===== src/rtl/fetch_bpu.sv =====
// Fetch front-end: PC, fetch/decode register, direct-mapped BTB with 2-bit counters.
// Define FETCH_BTB_EN to build the BTB; otherwise fetch is static not-taken.
module fetch_bpu #(
    parameter int               WIDTH     = 32,
    parameter int               BTB_DEPTH = 16,
    parameter logic [WIDTH-1:0] RESET_PC  = '0
) (
    input  logic             clk,
    input  logic             reset,
    input  logic             stallF,
    input  logic             stallD,
    input  logic             flushD,
    output logic [WIDTH-1:0] pcF,
    input  logic [WIDTH-1:0] instrF,
    output logic [WIDTH-1:0] instrD,
    output logic [WIDTH-1:0] pcD,
    output logic [WIDTH-1:0] pcplus4D,
    output logic             predtakenD,
    output logic [WIDTH-1:0] predtargetD,
    input  logic             resolveD,
    input  logic             takenD,
    input  logic [WIDTH-1:0] targetD,
    output logic             mispredictD
);
    localparam int IDXB = $clog2(BTB_DEPTH);
    localparam int TAGW = WIDTH - IDXB - 2;
    localparam logic [WIDTH-1:0] FOUR = WIDTH'(4);

    logic [WIDTH-1:0] pcPlus4F;
    logic [WIDTH-1:0] btbTargetF;
    logic [WIDTH-1:0] pcNext;
    logic             predF;
    logic             resD;

    assign pcPlus4F = pcF + FOUR;
    assign resD     = resolveD & ~stallD;
    assign mispredictD = resD & ((predtakenD != takenD)
                       | (takenD & (predtargetD != targetD)));

`ifdef FETCH_BTB_EN
    logic [BTB_DEPTH-1:0] btbValid;
    logic [TAGW-1:0]      btbTag    [BTB_DEPTH];
    logic [WIDTH-1:0]     btbTarget [BTB_DEPTH];
    logic [1:0]           btbCtr    [BTB_DEPTH];

    logic [IDXB-1:0] idxF;
    logic [IDXB-1:0] idxD;
    logic [TAGW-1:0] tagF;
    logic [TAGW-1:0] tagD;
    logic            hitF;
    logic            hitD;

    assign idxF = pcF[IDXB+1:2];
    assign idxD = pcD[IDXB+1:2];
    assign tagF = pcF[WIDTH-1:IDXB+2];
    assign tagD = pcD[WIDTH-1:IDXB+2];
    assign hitF = btbValid[idxF] & (btbTag[idxF] == tagF);
    assign hitD = btbValid[idxD] & (btbTag[idxD] == tagD);

    assign predF      = hitF & btbCtr[idxF][1];
    assign btbTargetF = btbTarget[idxF];

    // Valid bits and counters are reset; tag/target only matter once valid.
    always_ff @(posedge clk) begin
        if (!reset) begin
            btbValid <= '0;
            for (int i = 0; i < BTB_DEPTH; i++) begin
                btbCtr[i] <= 2'b00;
            end
        end else if (resD) begin
            if (hitD) begin
                if (takenD) begin
                    if (btbCtr[idxD] != 2'b11) begin
                        btbCtr[idxD] <= btbCtr[idxD] + 2'd1;
                    end
                end else if (btbCtr[idxD] != 2'b00) begin
                    btbCtr[idxD] <= btbCtr[idxD] - 2'd1;
                end
            end else if (takenD) begin
                btbValid[idxD] <= 1'b1;
                btbCtr[idxD]   <= 2'b10;
            end
        end
    end

    always_ff @(posedge clk) begin
        if (reset && resD && takenD) begin
            btbTarget[idxD] <= targetD;
            if (!hitD) begin
                btbTag[idxD] <= tagD;
            end
        end
    end
`else
    assign predF      = 1'b0;
    assign btbTargetF = '0;
`endif

    always_comb begin
        pcNext = pcPlus4F;
        if (mispredictD) begin
            pcNext = takenD ? targetD : pcplus4D;
        end else if (stallF) begin
            pcNext = pcF;
        end else if (predF) begin
            pcNext = btbTargetF;
        end
    end

    always_ff @(posedge clk) begin
        if (!reset) begin
            pcF <= RESET_PC;
        end else begin
            pcF <= pcNext;
        end
    end

    always_ff @(posedge clk) begin
        if (!reset) begin
            instrD      <= '0;
            pcD         <= '0;
            pcplus4D    <= FOUR;
            predtakenD  <= 1'b0;
            predtargetD <= '0;
        end else if (flushD | mispredictD) begin
            instrD      <= '0;
            pcD         <= pcF;
            pcplus4D    <= pcPlus4F;
            predtakenD  <= 1'b0;
            predtargetD <= '0;
        end else if (!stallD) begin
            instrD      <= instrF;
            pcD         <= pcF;
            pcplus4D    <= pcPlus4F;
            predtakenD  <= predF;
            predtargetD <= btbTargetF;
        end
    end

endmodule


===== config.mk =====
export PLATFORM = sky130hd
export DESIGN_NAME = fetch_bpu
export DESIGN_NICKNAME = d
export VERILOG_FILES = /design/src/rtl/fetch_bpu.sv
export SDC_FILE = /design/constraint.sdc
export NUM_CORES = 1
export LEC_CHECK = 0
export ABC_CLOCK_PERIOD_IN_PS = 2000
export BUFFER_PORTS_ARGS = -buffer_cell sky130_fd_sc_hd__buf_2
export CAP_MARGIN = 40
export CORE_ASPECT_RATIO = 2
export CORE_MARGIN = 2
export CORE_UTILIZATION = 40
export DETAILED_ROUTE_END_ITERATION = 6
export PLACE_DENSITY = 0.68
export SYNTH_ARGS = -nofsm -noshare
export SYNTH_HDL_FRONTEND = slang
export SYNTH_SLANG_ARGS = --single-unit
export TNS_END_PERCENT = 100

===== constraint.sdc =====
create_clock -name clk -period 2 [get_ports clk]
set_input_delay 0.1 -clock clk [delete_from_list [all_inputs] [get_ports clk]]
set_output_delay 0.1 -clock clk [all_outputs]
set_load 0.02 [all_outputs]

==> impl_results.md, run 1 <==
- Initial antenna violation count: 0
- Cts bufs inserted: 17
- Post-DP HPWL: between 10000 and 15000 um
- Worst Path Max Fanout: 6
- Syn_area_per_cell: about 8.5 um2
- Post-route ant nets: 0
- TritonCTS clock tree: yes
- Synth top cells by count: dfxtp_1 (126), nand2_1 (86), a21oi_1 (79)
- Synth unique cells: 46
- Hold Crit Endpoint: pcF[28]
- Rows: 61
- Largest net degree at the start of global routing: between 50 and 60
- Die Area: 0.0152 mm2
- #FFs+latches synth: about 130
- Count of input and output buffers: approximately 200
- DR vias/cell: a little under 5
- Most used DFF post-synth: dfxtp_1
- IO Pins: approximately 230
- Number of flops mapped to enable cells by yosys: 0
- DRC Markers: 0
- Worst slew margin: 63.5%
- Max Slew Vio Count: 0
- HP Class: in2reg
- CP arrival: around 2.1 ns
- Initial core utilization: 40.9%
- Post-synthesis async set-or-reset flop share: 0%
- Worst Setup End Kind: flip-flop
- First-pass DRT Iterations: 5
- Share of cells above drive strength 1: 30.8%
- Crit path time final: around 1.8 ns
- Post-synth top area share: between 40% and 50%
- Grt ovf: 0
- Final wirelength: about 18000 um
- DR WL/cell: between 15 and 20 um
- Max Cap Viol: 0
- Fin nets: 995
- Setup CP Type: reg2reg
- GRT Resource Usage Total: approximately 23%
- # diodes: 0
- Setup_tns: 0 ns
- Resize count post-CTS: 0
- Worst reg2reg path depth: 7
- Synth area leaders: dfxtp_1 (44%), a21oi_1 (7.0%), mux2i_1 (5.8%)
- Core area: approximately 0.014 mm2
- Data required time of the critical path: roughly 2.4 ns
- Sink Count: between 100 and 150
- Root buf cell: clkbuf_16
- Final setup vio count: 0
- Tightest Pin Transition: 0.546 ns
- Clk_skew: 0.0102 ns
- Post-synthesis instance area: 0.00568 mm2
- Routability Congestion: 0.814
- Clock-pin slew on the worst setup and hold paths: 0.06 ns
- Worst-Skew Late Latency: ~0.42 ns
- Origin of the critical flop-to-flop path: pcF[2]
- Pleak: around 3.6 nW
- Ys Warns: 0
- Pwr dens: 822 mW/mm2
- Total number of vias: approximately 5500
- Hold Crit Start: targetD[28]
- Register area share after synthesis: 44.4%
- Fillers: between 1000 and 1500
- Vias in the first global route: between 5000 and 6000
- Peak supply drop: 657 uV
- Flop-to-flop setup slack: between 0.2 and 0.25 ns
- H-tree depth: 4
- Crit start category: flip-flop
- RSZ-0062 raised after global routing: false
- First-pass GRT wire length: roughly 27000 um
- Drt first-iter violations: 229
- Synth area leader: dfxtp_1
- Fmax: 567 MHz
- Final Power: roughly 6.6 mW
- Final Hold Fails: 0
- Status: complete, no violations
- Crit share post-route: 88.1%
- Clk buf depth: 2
- Chip height: ~170 um
- Reg-to-Reg End: pcplus4D[18]
- Most frequent cell after synthesis: dfxtp_1
- Area grow syn2layout: 41.2%
- WHS Path Cells: 3
- Die W: 88.3 um
- Synth Instances: approximately 670
-- cell usage in the layout (no fill, tap or decap), types with 2 or more instances in the layout --
cell,count
buf_2,199
dfxtp_1,126
nand2_1,86
a21oi_1,79
dlygate4sd3_1,57
nor2_1,56
o21ai_0,44
buf_4,39
mux2i_1,33
conb_1,33
xor2_1,30
xnor2_1,24
nand3_1,19
clkbuf_16,17
nand4_1,12
a211oi_1,12
and3_1,8
clkinv_2,6
nor3_1,4
or3_1,3
and4_1,3
nand4b_1,3
clkinvlp_4,3
buf_12,3
or2_2,2
nor2_2,2
inv_1,2
nor4_2,2
nor4_1,2
o22ai_1,2
bufinv_16,2
-- critical path, cell delays in order (launching register included) --
cell and delay [ns]:
dfxtp_1 0.34, ha_1 0.27, nand4_4 0.18, nor4_4 0.34, buf_4 0.19, nand3_1 0.09
xor2_1 0.16, a21oi_1 0.13
-- power by group --
part / leakage (nW) / total (mW) / switching, mW / internal, mW
combinational: 2.34 / 0.921 / 0.551 / 0.370
sequential: 1.03 / 2.69 / 0.0710 / 2.62
clock: 0.274 / 2.98 / 1.14 / 1.84
total: 3.64 / 6.60 / 1.76 / 4.84
-- per-layer routing --
layer,global-route usage (%),vias up,share of wire (%)
met2,43.0,205,57
met4,11.2,0,3.6
met3,5.35,35,5.7
met1,22.9,2596,34
li1,-,2699,-
met5,0,-,0
-- metrics by stage --
| stage | setup WS (ns) | area [um2] | util [%] | cells | hold slack [ns] |
|---|---|---|---|---|---|
| 6_report | 0.238 | 8020 | 57.8 | 1124 | 0.0159 |
| 5_1_grt | 0.0438 | 8020 | 57.8 | 1124 | 0.0169 |
| 4_1_cts | 0.151 | 8020 | 57.8 | 1124 | 0.00239 |
| 3_5_place_dp | 0.184 | 6890 | 49.6 | 1036 | 0.338 |
| 3_3_place_gp | 0.216 | 6890 | 49.6 | 1036 | 0.327 |
| 2_1_floorplan | 0.137 | 5800 | - | 698 | 0.230 |
-- what timing repair did --
action                     in CTS  in global routing
setup buffers                   0                  0
hold endpoints to repair       57                  0
setup endpoints to repair       0                  1
hold buffers                   57                  0
-- worst max path at each step --
| stage | startpoint | to | slack, ns | cells past startpoint |
|---|---|---|---|---|
| 3_3_place_gp | pcF[2] | pcplus4D[18] | 0.22 | 7 |
| 3_5_place_dp | pcF[2] | pcplus4D[18] | 0.18 | 7 |
| 2_1_floorplan | pcF[2] | pcplus4D[30] | 0.14 | 6 |
| 5_1_grt | pcF[2] | pcplus4D[18] | 0.04 | 7 |
| 6_report | pcF[2] | pcplus4D[18] | 0.24 | 7 |
| 4_1_cts | pcF[2] | pcplus4D[18] | 0.15 | 7 |
-- area by class of cell --
type	count	area, um2	area share [%]
clock buffers	19	443	5.52
multi-input cells	476	2770	34.5
repair buffers	298	1920	23.9
clock inverters	12	121	1.51
inverters	4	15.0	0.187
flip-flops and latches	126	2520	31.4
well taps	189	236	2.95
-- state kept, by name, indices dropped and copies added (netlist names) --
| signal | count |
|---|---|
| pcF | 32 |
| pcplus4D | 30 |
| pcD | 32 |
| instrD | 32 |
-- logic make-up (layout without fill, tap and decap cells) --
logic type	after synthesis	in the layout	share of synthesized area [%]
AO/OA/AOI/OAI	138	138	12.8
XOR/XNOR	54	54	8.32
adder cells (fa/ha/maj)	1	1	0.220
buffers and inverters	96	333	9.33
flip-flops	126	126	44.4
multiplexers	33	33	5.81
other	1	33	0.0660
AND/OR/NAND/NOR	217	217	19.1
Note: power is estimated with default switching activity, not from simulation.
==> run 2, diff against run 1 <==
--- a/config.mk
+++ b/config.mk
@@ -10,9 +10,9 @@
 export CAP_MARGIN = 40
 export CORE_ASPECT_RATIO = 2
 export CORE_MARGIN = 2
-export CORE_UTILIZATION = 40
+export CORE_UTILIZATION = 48
 export DETAILED_ROUTE_END_ITERATION = 6
-export PLACE_DENSITY = 0.68
+export PLACE_DENSITY = 0.8
 export SYNTH_ARGS = -nofsm -noshare
 export SYNTH_HDL_FRONTEND = slang
 export SYNTH_SLANG_ARGS = --single-unit
==> impl_results.md, run 2 (same netlist as run 1, synthesis figures left out) <==
- Die Area: 0.0128 mm2 (was 0.0152 mm2)
- Worst slew margin: 58.6% (was 63.5%)
- Cts bufs inserted: 17 (unchanged)
- Final Hold Fails: 0 (unchanged)
- Clock-pin slew on the worst setup and hold paths: 0.05 ns (was 0.06 ns)
- Core area: 0.0116 mm2 (was 0.0139 mm2)
- H-tree depth: 4 (unchanged)
- Max Cap Viol: 0 (unchanged)
- Pleak: 3.63 nW (was 3.64 nW)
- Worst-Skew Late Latency: 0.41 ns (was 0.42 ns)
- Tightest Pin Transition: 0.616 ns (was 0.546 ns)
- Clk pwr share: 47.0% (was 45.2%)
- Flop-to-flop setup slack: 0.14 ns (was 0.24 ns)
- Area grow syn2layout: 39.8% (was 41.2%)
- GRT Resource Usage Total: 26.6% (was 23.1%)
- Max Slew Vio Count: 0 (unchanged)
- Chip height: 158 um (was 173 um)
- Comb power frac: 13.4% (was 14.0%)
- Final setup vio count: 0 (unchanged)
- First-pass DRT Iterations: 4 (was 5)
- Max incr delay on CP: 0.48 ns (was 0.34 ns)
- Int Pwr: 5.15 mW (was 4.84 mW)
- Commonest non-fill, non-tap cell in the layout: buf_2 (unchanged)
- First-pass GRT wire length: 25900 um (was 27200 um)
- Die W: 81.0 um (was 88.3 um)
- Crit-path cells: ha_1, nand4_4, nor4_4, nand3_1, xor2_1, o22ai_1 (was ha_1, nand4_4, nor4_4, buf_4, nand3_1, xor2_1, a21oi_1)
- Most frequent cells in the layout: buf_2 (199), dfxtp_1 (126), nand2_1 (86) (unchanged)
- Setup_tns: 0 ns (unchanged)
- DRC Markers: 0 (unchanged)
- Worst Setup End Kind: flip-flop (unchanged)
- TritonCTS clock tree: yes (unchanged)
- Clk_skew: 0.00782 ns (was 0.0102 ns)
- Share of cells above drive strength 1: 30.6% (was 30.8%)
- Status: complete, no violations (unchanged)
- Data required time of the critical path: 2.29 ns (was 2.35 ns)
- Post-route ant nets: 0 (unchanged)
- RSZ-0062 raised after global routing: false (unchanged)
- Final WS setup: 0.137 ns (was 0.238 ns)
- DR vias/cell: 5.19 (was 4.92)
- Root buf cell: clkbuf_16 (unchanged)
- HP Class: in2reg (unchanged)
- Setup CP Type: reg2reg (unchanged)
- Top flop regs: instrD: 32 flops, pcD: 32 flops, pcF: 32 flops (unchanged)
- Post-Place Setup Slack: 0.198 ns (was 0.184 ns)
- Post-DP HPWL: 12000 um (was 12300 um)
- # diodes: 0 (unchanged)
- Vias in the first global route: 5374 (was 5414)
- Total number of vias: 5569 (was 5535)
- WHS: 0.00828 ns (was 0.0159 ns)
- Fmax: 537 MHz (was 567 MHz)
- Worst Path Max Fanout: 6 (unchanged)
- Initial antenna violation count: 0 (unchanged)
- Routability Congestion: 0.867 (was 0.814)
- Drt first-iter violations: 241 (was 229)
- CP arrival: 2.15 ns (was 2.11 ns)
- Clk buf depth: 2 (unchanged)
- Grt ovf: 0 (unchanged)
- Crit start category: flip-flop (unchanged)
- Pwr dens: 858 mW/mm2 (was 822 mW/mm2)
- Part of the power in registers: 39.5% (was 40.8%)
- Count of input and output buffers: 199 (unchanged)
- Crit share post-route: 93.2% (was 88.1%)
- DR WL/cell: 16.0 um (was 15.6 um)
- Crit path buffers/inverters: 0 (was 1)
- Sink Count: 126 (unchanged)
- Psw: 1.66 mW (was 1.76 mW)
- Largest net degree at the start of global routing: 45 (was 59)
- Rows: 56 (was 61)
- Peak supply drop: 638 uV (was 657 uV)
- Sw frac: 24.4% (was 26.7%)
- Crit path max-delay cell type: nor4_4 (was dfxtp_1)
- IO Pins: 233 (unchanged)
- Top delay family on crit path: simple AND/OR/NAND/NOR gates (unchanged)
- Initial core utilization: 48.9% (was 40.9%)
- Fin nets: 990 (was 995)
- Final wirelength: 17100 um (was 17600 um)
- Crit path time final: 1.86 ns (was 1.76 ns)
[run 2: final cells by class]
| cell class | instances | area (um2) |
|---|---|---|
| Timing Repair Buffer | 293 | 1860 |
| Tap cell | 145 | 181 |
| Clock buffer | 23 | 478 |
| Sequential cell | 126 | 2520 |
| Multi-Input combinational cell | 476 | 2760 |
| Clock inverter | 7 | 135 |
| Fill cell | 956 | 3690 |
| Inverter | 4 | 15.0 |
[run 2: power groups by stage]
stage / combinational [mW] / clock (mW) / sequential (mW)
CTS: 0.914 / 3.25 / 2.69
global route: 0.985 / 3.36 / 2.70
global placement: 0.818 / 0 / 2.74
finish: 0.916 / 3.21 / 2.69
detailed placement: 0.829 / 0 / 2.74
floorplan: 0.423 / 0 / 2.88
[run 2: per-stage QoR]
stage                     instance area, um2  utilization [%]  instances  power (mW)
final                                   7950             68.3       1074        6.81
after global routing                    7950             68.3       1074        7.04
after CTS                               7950             68.3       1074        6.86
after detailed placement                6810             58.6        992        3.57
after global placement                  6810             58.6        992        3.56
after floorplan                         5800                -        698        3.30
[run 2: worst paths after layout]
| kind | start | endpoint | depth (start not counted) |
|---|---|---|---|
| setup / recovery | pcF[2] | pcF[30] | 6 |
| hold / removal | targetD[9] | pcF[9] | 3 |
| setup reg to reg | pcF[2] | pcF[30] | 6 |
| hold reg to reg | pcD[23] | pcD[23] | 2 |
[run 2: per-layer routing]
metal  track usage, %  vias to the layer above  part of all wire [%]  wire length, um
met1             25.9                     2586                    35             5990
met2             49.0                      254                    54             9280
li1                 -                     2682                     -                -
met3             5.36                       47                   6.0             1030
met4             16.8                        0                   4.8              829
met5                0                        -                     0                0
[run 2: worst register-to-register path: stages, from the launching register on]
cell,delay (ns)
dfxtp_1,0.33
ha_1,0.29
nand4_4,0.19
nor4_4,0.49
nand3_1,0.15
xor2_1,0.21
o22ai_1,0.10
[run 2: repair_timing]
item                                   in CTS  in global routing
endpoints found under the hold margin      52                  0
hold buffers                               52                  0
gates resized for setup                     0                  0
buffers inserted                            0                  0
